<file path="src/rtl/mem_io_bridge_pkg.sv">
// Shared constants for the core memory bridge: I/O page, register offsets and widths.
// Also holds the offset-to-register decode used by the bridge.
package mem_io_pkg;

  localparam logic [7:0] IO_PAGE     = 8'hFF;
  localparam logic [7:0] OFF_LED     = 8'h00;
  localparam logic [7:0] OFF_SW      = 8'h01;
  localparam logic [7:0] OFF_BTN_EVT = 8'h02;
  localparam logic [7:0] OFF_TICKS   = 8'h03;

  localparam int LED_W  = 10;
  localparam int SW_W   = 10;
  localparam int BTN_N  = 4;
  localparam int TICK_W = 16;

  typedef enum logic [2:0] {
    REG_LED     = 3'd0,
    REG_SW      = 3'd1,
    REG_BTN_EVT = 3'd2,
    REG_TICKS   = 3'd3,
    REG_NONE    = 3'd4
  } io_reg_e;

  function automatic io_reg_e decode_reg(input logic [7:0] off);
    io_reg_e r;
    case (off)
      OFF_LED:     r = REG_LED;
      OFF_SW:      r = REG_SW;
      OFF_BTN_EVT: r = REG_BTN_EVT;
      OFF_TICKS:   r = REG_TICKS;
      default:     r = REG_NONE;
    endcase
    return r;
  endfunction

endpackage

</file>
<file path="src/rtl/mem_io_bridge_btn_debounce.sv">
// One push-button channel: invert + two-flop sync, debounce to an accepted level,
// and a one-cycle press pulse on each accepted released->pressed change.
module btn_debounce #(
  parameter int DEBOUNCE_CYCLES = 500_000
) (
  input  logic clk,
  input  logic reset,
  input  logic btn_raw,
  output logic press
);

  localparam int CNT_W = (DEBOUNCE_CYCLES > 1) ? $clog2(DEBOUNCE_CYCLES) : 1;
  localparam logic [CNT_W-1:0] CNT_LAST = CNT_W'(DEBOUNCE_CYCLES - 1);

  logic             sync1;
  logic             sync2;
  logic             level;
  logic             differ;
  logic             accept;
  logic [CNT_W-1:0] cnt;

  assign differ = (sync2 != level);
  assign accept = differ && (cnt == CNT_LAST);

  // Synchroniser on the inverted (pressed = 1) button level.
  always_ff @(posedge clk or negedge reset) begin
    if (!reset) begin
      sync1 <= 1'b0;
      sync2 <= 1'b0;
    end else begin
      sync1 <= ~btn_raw;
      sync2 <= sync1;
    end
  end

  // A disagreeing run must last DEBOUNCE_CYCLES samples; any agreeing sample restarts it.
  always_ff @(posedge clk or negedge reset) begin
    if (!reset) begin
      cnt   <= '0;
      level <= 1'b0;
      press <= 1'b0;
    end else begin
      press <= accept & sync2;
      if (accept) begin
        level <= sync2;
        cnt   <= '0;
      end else if (differ) begin
        cnt <= cnt + 1'b1;
      end else begin
        cnt <= '0;
      end
    end
  end

endmodule

</file>
<file path="src/rtl/mem_io_bridge.sv">
// Decodes core memory accesses into block-RAM or the 0xFFxx I/O page (LED, SW,
// BTN_EVT, TICKS); both targets return read data one cycle after rd_en.
module mem_io_bridge
  import mem_io_pkg::*;
#(
  parameter int ADDR_W          = 16,
  parameter int DATA_W          = 16,
  parameter int CLK_HZ          = 50_000_000,
  parameter int TICK_HZ         = 1000,
  parameter int DEBOUNCE_CYCLES = 500_000
) (
  input  logic              clk,
  input  logic              reset,
  input  logic [ADDR_W-1:0] addr,
  input  logic [DATA_W-1:0] wr_data,
  input  logic              wr_en,
  input  logic              rd_en,
  output logic [DATA_W-1:0] rd_data,
  output logic [ADDR_W-1:0] bram_addr,
  output logic [DATA_W-1:0] bram_din,
  output logic              bram_we,
  input  logic [DATA_W-1:0] bram_dout,
  input  logic [SW_W-1:0]   sw_in,
  input  logic [BTN_N-1:0]  btn_in,
  output logic [LED_W-1:0]  led_out
);

  localparam int PRESC_MAX = CLK_HZ / TICK_HZ - 1;
  localparam int PRESC_W   = (PRESC_MAX > 0) ? $clog2(PRESC_MAX + 1) : 1;
  localparam logic [PRESC_W-1:0] PRESC_LAST = PRESC_W'(PRESC_MAX);

  logic               io_sel;
  io_reg_e            io_reg;
  logic               io_wr;
  logic               io_rd;
  logic               evt_clr;
  logic               ticks_clr;
  logic               tick_wrap;
  logic [LED_W-1:0]   led;
  logic [SW_W-1:0]    sw_sync1;
  logic [SW_W-1:0]    sw_sync2;
  logic [BTN_N-1:0]   btn_press;
  logic [BTN_N-1:0]   btn_evt;
  logic [TICK_W-1:0]  ticks;
  logic [PRESC_W-1:0] presc;
  logic [DATA_W-1:0]  io_rd_val;
  logic [DATA_W-1:0]  io_rd_q;
  logic               rd_is_io;

  assign io_sel    = (addr[ADDR_W-1 -: 8] == IO_PAGE);
  assign io_reg    = decode_reg(addr[7:0]);
  assign io_wr     = wr_en & io_sel;
  assign io_rd     = rd_en & io_sel;
  assign evt_clr   = io_rd && (io_reg == REG_BTN_EVT);
  assign ticks_clr = io_wr && (io_reg == REG_TICKS);
  assign tick_wrap = (presc == PRESC_LAST);

  assign bram_addr = addr;
  assign bram_din  = wr_data;
  assign bram_we   = wr_en & ~io_sel;
  assign led_out   = led;
  assign rd_data   = rd_is_io ? io_rd_q : bram_dout;

  for (genvar i = 0; i < BTN_N; i++) begin : g_btn
    btn_debounce #(
      .DEBOUNCE_CYCLES(DEBOUNCE_CYCLES)
    ) u_debounce (
      .clk    (clk),
      .reset  (reset),
      .btn_raw(btn_in[i]),
      .press  (btn_press[i])
    );
  end

  // I/O read mux; unused bits and unmapped offsets read as zero.
  always_comb begin
    io_rd_val = '0;
    case (io_reg)
      REG_LED:     io_rd_val[LED_W-1:0]  = led;
      REG_SW:      io_rd_val[SW_W-1:0]   = sw_sync2;
      REG_BTN_EVT: io_rd_val[BTN_N-1:0]  = btn_evt;
      REG_TICKS:   io_rd_val[TICK_W-1:0] = ticks;
      default:     io_rd_val             = '0;
    endcase
  end

  // Read-source select and I/O read capture. Resetting to the I/O path makes rd_data 0.
  always_ff @(posedge clk or negedge reset) begin
    if (!reset) begin
      rd_is_io <= 1'b1;
      io_rd_q  <= '0;
    end else begin
      if (rd_en) begin
        rd_is_io <= io_sel;
      end
      if (io_rd) begin
        io_rd_q <= io_rd_val;
      end
    end
  end

  // LED register and switch synchroniser.
  always_ff @(posedge clk or negedge reset) begin
    if (!reset) begin
      led      <= '0;
      sw_sync1 <= '0;
      sw_sync2 <= '0;
    end else begin
      sw_sync1 <= sw_in;
      sw_sync2 <= sw_sync1;
      if (io_wr && (io_reg == REG_LED)) begin
        led <= wr_data[LED_W-1:0];
      end
    end
  end

  // Sticky press flags: a press landing with a read-clear wins.
  always_ff @(posedge clk or negedge reset) begin
    if (!reset) begin
      btn_evt <= '0;
    end else begin
      btn_evt <= (btn_evt & ~{BTN_N{evt_clr}}) | btn_press;
    end
  end

  // Prescaler and millisecond tick counter; a clearing write beats a same-cycle increment.
  always_ff @(posedge clk or negedge reset) begin
    if (!reset) begin
      presc <= '0;
      ticks <= '0;
    end else begin
      presc <= tick_wrap ? '0 : presc + 1'b1;
      if (ticks_clr) begin
        ticks <= '0;
      end else if (tick_wrap) begin
        ticks <= ticks + 1'b1;
      end
    end
  end

endmodule
</file>
<file path="config.mk">
export PLATFORM = sky130hd
export DESIGN_NAME = mem_io_bridge
export DESIGN_NICKNAME = d
export VERILOG_FILES = /design/src/rtl/mem_io_bridge_pkg.sv /design/src/rtl/mem_io_bridge_btn_debounce.sv /design/src/rtl/mem_io_bridge.sv
export SDC_FILE = /design/constraint.sdc
export NUM_CORES = 1
export LEC_CHECK = 0
export CORE_UTILIZATION = 25
export CTS_CLUSTER_SIZE = 28
export DETAILED_ROUTE_END_ITERATION = 7
export GPL_TIMING_DRIVEN = 0
export SLEW_MARGIN = 15
export SYNTH_ARGS = -nofsm -noshare
export SYNTH_HDL_FRONTEND = slang
export SYNTH_HIERARCHICAL = 1
export SYNTH_SLANG_ARGS = --single-unit
</file>
<file path="constraint.sdc">
create_clock -name clk -period 3.3 [get_ports clk]
set_clock_uncertainty 0.2 [all_clocks]
set_input_delay 0.495 -clock clk [delete_from_list [all_inputs] [get_ports clk]]
set_output_delay 0.495 -clock clk [all_outputs]
set_load 0.03 [all_outputs]
</file>
* Word level (Yosys, flattened, before mapping) *
Cells that the tools add are included.
W data, S select, Z words.

storage, ports and cells
  register bits after elaboration = 175
  input port bits = 66
  output and inout port bits = 59

cells by class
  add/sub/neg operators = 6
  equality and inequality tests = 16
  multiplexer cells = 16
  bitwise logic cells = 15
  reduce and logical (&&, ||, !) cells = 10

operators with widths
  cell                     count
  $mux W19                 8
  $add A19 B1 Y19 const B  4
  $eq A19 B19 Y1 const B   4
  $mux W16                 4
  $add A16 B1 Y16 const B  2
  $pmux W6 S3              1
  $eq A16 B16 Y1 const B   1
  $eq A8 B2 Y1 const B     2
  $pmux W4 S4              1
  $pmux W3 S4              1
  $eq A8 B1 Y1 const B     1
  $eq A8 B8 Y1 const B     1
  $logic_not A8 Y1         1
  $and A1 B1 Y1            7
  $logic_and A1 B1 Y1      7
  $eq A3 B2 Y1 const B     2
  $mux W6                  1
  $not A1 Y1               5
  $and A4 B4 Y4            1
  $ne A1 B1 Y1             4
  $not A4 Y4               1
  $or A4 B4 Y4             1
  $eq A3 B1 Y1 const B     1
  $logic_not A3 Y1         1
  $reduce_bool A2 Y1       1

* Depth between registers and ports, before layout *
  depth in word-level cells = 7
  mapped depth = 7
  depth with buffers taken out = 5

* By module *
Netlist, hierarchy kept.

by module, submodules not included
  module         times used  cells each  area each (sq um)  seq. area each (sq um)
  btn_debounce   4           113         1132.3             575.6
  mem_io_bridge  1           336         3931.3             2078.2

* Worst setup path before layout *
Ideal clock, no wire load.

  path type = reg-to-reg
  start = reg presc[4]
  end = reg ticks[13]
  arrival = 2251 ps
  data required time = 3022 ps
  path slack = 771 ps
  stages on the path, launching flop included = 6
  path buffers = 1
  clock period less this slack = 2529 ps
  path through = dfrtp_1 -> or4bb_4 -> or4_4 -> buf_6 -> or4_1 -> a21oi_1

between the ends
  longest elaborated chain between the ends = 2

RTL lines
  what                          line                  text
  start: declaration            mem_io_bridge.sv:45   logic [PRESC_W-1:0] presc;
  start signal: assignment      mem_io_bridge.sv:132  presc <= tick_wrap ? '0 : presc + 1'b1;
  $eq A16 B16 Y1                mem_io_bridge.sv:56   assign tick_wrap = (presc == PRESC_LAST);
  $reduce_bool A2 Y1 (no line)  -
  end signal: assignment        mem_io_bridge.sv:136  ticks <= ticks + 1'b1;
  end: declaration              mem_io_bridge.sv:44   logic [TICK_W-1:0] ticks;

No other way between the ends.
A chain may end at the register's enable or synchronous reset.

* Worst setup path in the final report *
  start = reg rd_is_io
  end = out rd_data[14]

between the ends
  longest elaborated chain between the ends = 1

RTL lines
  what                      line                 text
  start: declaration        mem_io_bridge.sv:48  logic rd_is_io;
  start signal: assignment  mem_io_bridge.sv:94  rd_is_io <= io_sel;
  $mux W16                  mem_io_bridge.sv:62  assign rd_data = rd_is_io ? io_rd_q : bram_dout;
  end: declaration          mem_io_bridge.sv:18  output logic [DATA_W-1:0] rd_data,

No other way between the ends.

==> reports/qor.yml <==
power_and_ir_drop:
  clkPwrFrac: 0.446
  p_comb_frac: 0.080
  power.share.switching: 0.256
  total_leakage_power_nw: 4.46
  power_density_nw_per_um2: 427
  ir_drop_mv: 0.332
  p_switching_mw: 1.18
  pwr-share-seq: 0.473
  p_int_mw: 3.45
setup_path:
  cp_num_buf_inv: 2
  worstPathMaxFanout: 10
  start_kind: "flop"
  timing.rr.start: "presc[12]$_DFF_PN0_"
  cp.required_ns: 2.60
  worstSetupEndpointType: "primary output"
  crit_path_top_delay_cell: "dfstp_2"
  cpPeakStageDelay_ns: 0.67
  path_class: "reg2out"
  path_cells: "clkbuf_2, mux2_2, clkdlybuf4s50_1"
  crit_family: "buffers and inverters"
  arrival_ns: 2.36
  crit_start: "rd_is_io$_DFFE_PN1P_"
global_routing:
  grt_pass1_wl_mm: 30.4
  grt_max_degree: 100
  grt_pass1_vias: 6009
  grt_use_total: 0.111
  grt_overflow: 0
  antenna_found_initial: 0
clocking:
  cts_htree_levels: 4
  cts.sinks: 175
  cts_root_buf: "clkbuf_16"
  cts_buffer_depth: 2
  clk_pin_slew_ns: 0.08
  cts_setup_buffers: 0
  clk-insertion-delay-late_ns: 0.43
  cts_tree: "yes"
  cts_inserted_buffers: 17
yosys:
  synth-main-ff-cell: "dfrtp_1"
  synth_area_per_cell_um2: 10.7
  syn_area_um2: 8460
  synth_compound_area_frac: 0.0648
  synthTopCellsByArea: "dfrtp_1, xnor2_1, mux2_2, nor2_1, buf_4"
  synth_top_family_by_area: "simple AND/OR/NAND/NOR gates"
  synthSimpleGateAreaFrac: 0.222
  ys_top_cells_by_count: "dfrtp_1, nor2_1, nand2_1"
  synth_edf_count: 0
  synth-async-reset-ratio: 1.00
  yosysMostFrequentCell: "dfrtp_1"
  synth_seq_area_share: 0.518
  ys.warnings.count: 6
  synth_xor_area_frac: 0.0766
  synth_cells: 788
  synthAdderAreaFrac: 0.00887
  yosys.area.top_type: "dfrtp_1"
  synth_top_area_share: 0.515
  synthMuxAreaShare: 0.0577
  syn_nets: 860
  synth_seq_cells: 175
  ys_types: 46
timing:
  setup_viol: 0
  slew_headroom: 0.324
  final_max_slew_viol_count: 0
  fin_crit_ns: 3.06
  rsz0062_at_grt: "no"
  finalHoldViolCount: 0
  max_freq_mhz: 327
  tightest_slew_ns: 1.01
  fin_crit_sh: 0.927
routing:
  avgRoutedWirePerCell_um: 13.1
  first_iter_violations: 243
  detail-route-antenna-nets: 0
  via_per_inst: 4.45
  drc: 0
  vias: 6171
  wirelength_mm: 18.2
  drt_first_pass_iters: 4
layout:
  drive_above_1_share: 0.151
  final_util: 0.325
  diodes: 0
  fin_area_um2: 10900
  nets: 998
  syn_to_final_growth_pct: 28.3
floorplanning:
  coreArea_um2: 33400
  io_pins: 125
  initial_core_util: 0.253
  rows: 67
  die_w_um: 186
  die_h_um: 186
  die_area_um2: 34600
placement:
  portBuffers: 118
  place_congestion: 0.799
  placed_cell_area_um2: 10200
  hpwl_mm: 13.1
min_path:
  min_from: "sw_sync1[1]$_DFF_PN0_"
  hold_class: "reg2reg"
flow_run:
  cap_violations: 0
run_status:
  status: "finished, final reports clean"
-- routing by layer --
layer | up-vias | global-route usage | part of all wire
li1 | 3079 | - | -
met1 | 2947 | 0.146 | 0.48
met2 | 132 | 0.180 | 0.46
met3 | 13 | 0.0299 | 0.049
met4 | 0 | 0.0285 | 0.0091
met5 | - | 0 | 0
-- stage by stage --
| step | setup slack [ns] | TNS [ns] | std cells | hold slack, ns | power [mW] |
|---|---|---|---|---|---|
| floorplan | 0.771 | 0 | 788 | -0.000591 | 2.40 |
| global placement | -5.88 | -1023.82 | 1354 | 0.134 | 2.61 |
| detailed placement | 0.0103 | 0 | 1355 | 0.136 | 2.61 |
| CTS | 0.191 | 0 | 1387 | 0.148 | 4.71 |
| global route | 0.129 | 0 | 1387 | 0.158 | 4.84 |
| finish | 0.240 | 0 | 1387 | 0.149 | 4.63 |
-- area by class of cell --
cell class	count	area [um2]
multi-input cells	533	3640
fillers	3353	22600
inverters	19	71.3
clock inverters	15	189
well taps	448	561
flip-flops and latches	175	4380
clock buffers	17	425
repair buffers	120	1220
plain buffers	60	369
-- worst reg2reg max path: stages, from the launching register on --
cell and delay (ns):
dfrtp_1 0.41, or4bb_1 0.60, or4_4 0.54, buf_6 0.15, clkbuf_1 0.22, o31ai_1 0.29, a21oi_1 0.10
-- registers in the layout, indices dropped and copies added, names as in the netlist, 10 cells and up --
| register | cells |
|---|---|
| g_btn.u_debounce/cnt | 76 |
| io_rd_q | 16 |
| led_out | 10 |
| presc | 16 |
| sw_sync1 | 10 |
| sw_sync2 | 10 |
| ticks | 16 |
-- logic make-up (layout without fill, tap and decap cells) --
group	after synthesis	count (layout)
AO/OA/AOI/OAI	82	82
XOR/XNOR	74	74
adder cells (fa/ha/maj)	6	6
buffers and inverters	80	231
flip-flops	175	175
multiplexers	40	40
AND/OR/NAND/NOR	331	331
-- placed cells by master, fill, tap and decap left out, types with 5 or more instances in the layout --
master and n:
ha_1 6, and3_1 13, xor2_1 26, nand3_1 28, o31ai_1 9, nand2_1 49
nor3b_1 5, buf_4 32, and2_1 8, or3_1 13, clkdlybuf4s50_1 117, nand4_1 38
or4_4 5, buf_2 12, nor4_2 5, nor4b_1 8, nor4_1 5, mux2_2 30
nor3_1 30, a21oi_1 24, or4_1 12, and4_1 5, inv_1 19, a22o_1 16
dfrtp_1 174, inv_6 5, clkbuf_1 13, o21ai_0 17, mux2i_1 6, nor2_1 89
clkbuf_16 17, xnor2_1 48
-- worst paths after layout --
| check | endpoint | slack (ns) | cells past startpoint |
|---|---|---|---|
| worst max-delay path | rd_data[14] | 0.24 | 3 |
| worst min-delay path | sw_sync2[1]$_DFF_PN0_ | 0.15 | 0 |
| worst max register to register | ticks[11]$_DFFE_PN0P_ | 0.65 | 6 |
| worst min register to register | sw_sync2[1]$_DFF_PN0_ | 0.15 | 0 |
| max in group asynchronous | g_btn[1].u_debounce/cnt[16]$_DFF_PN0_ | 1.59 | 3 |
| min in group asynchronous | led_out[2]$_DFFE_PN0P_ | 0.42 | 2 |
-- power groups by stage --
stage | clock [mW] | sequential, mW | combinational, mW
after floorplan | 0 | 2.23 | 0.172
after global placement | 0 | 2.24 | 0.371
after detailed placement | 0 | 2.23 | 0.378
after CTS | 2.14 | 2.19 | 0.380
after global routing | 2.24 | 2.20 | 0.408
final | 2.07 | 2.19 | 0.372
-- timing repair --
item                       CTS  global route
setup endpoints to repair    9             0
hold endpoints to repair    75             0
hold buffers                 1             0
gates resized for setup      1             0
(Power assumes the default switching activity.)
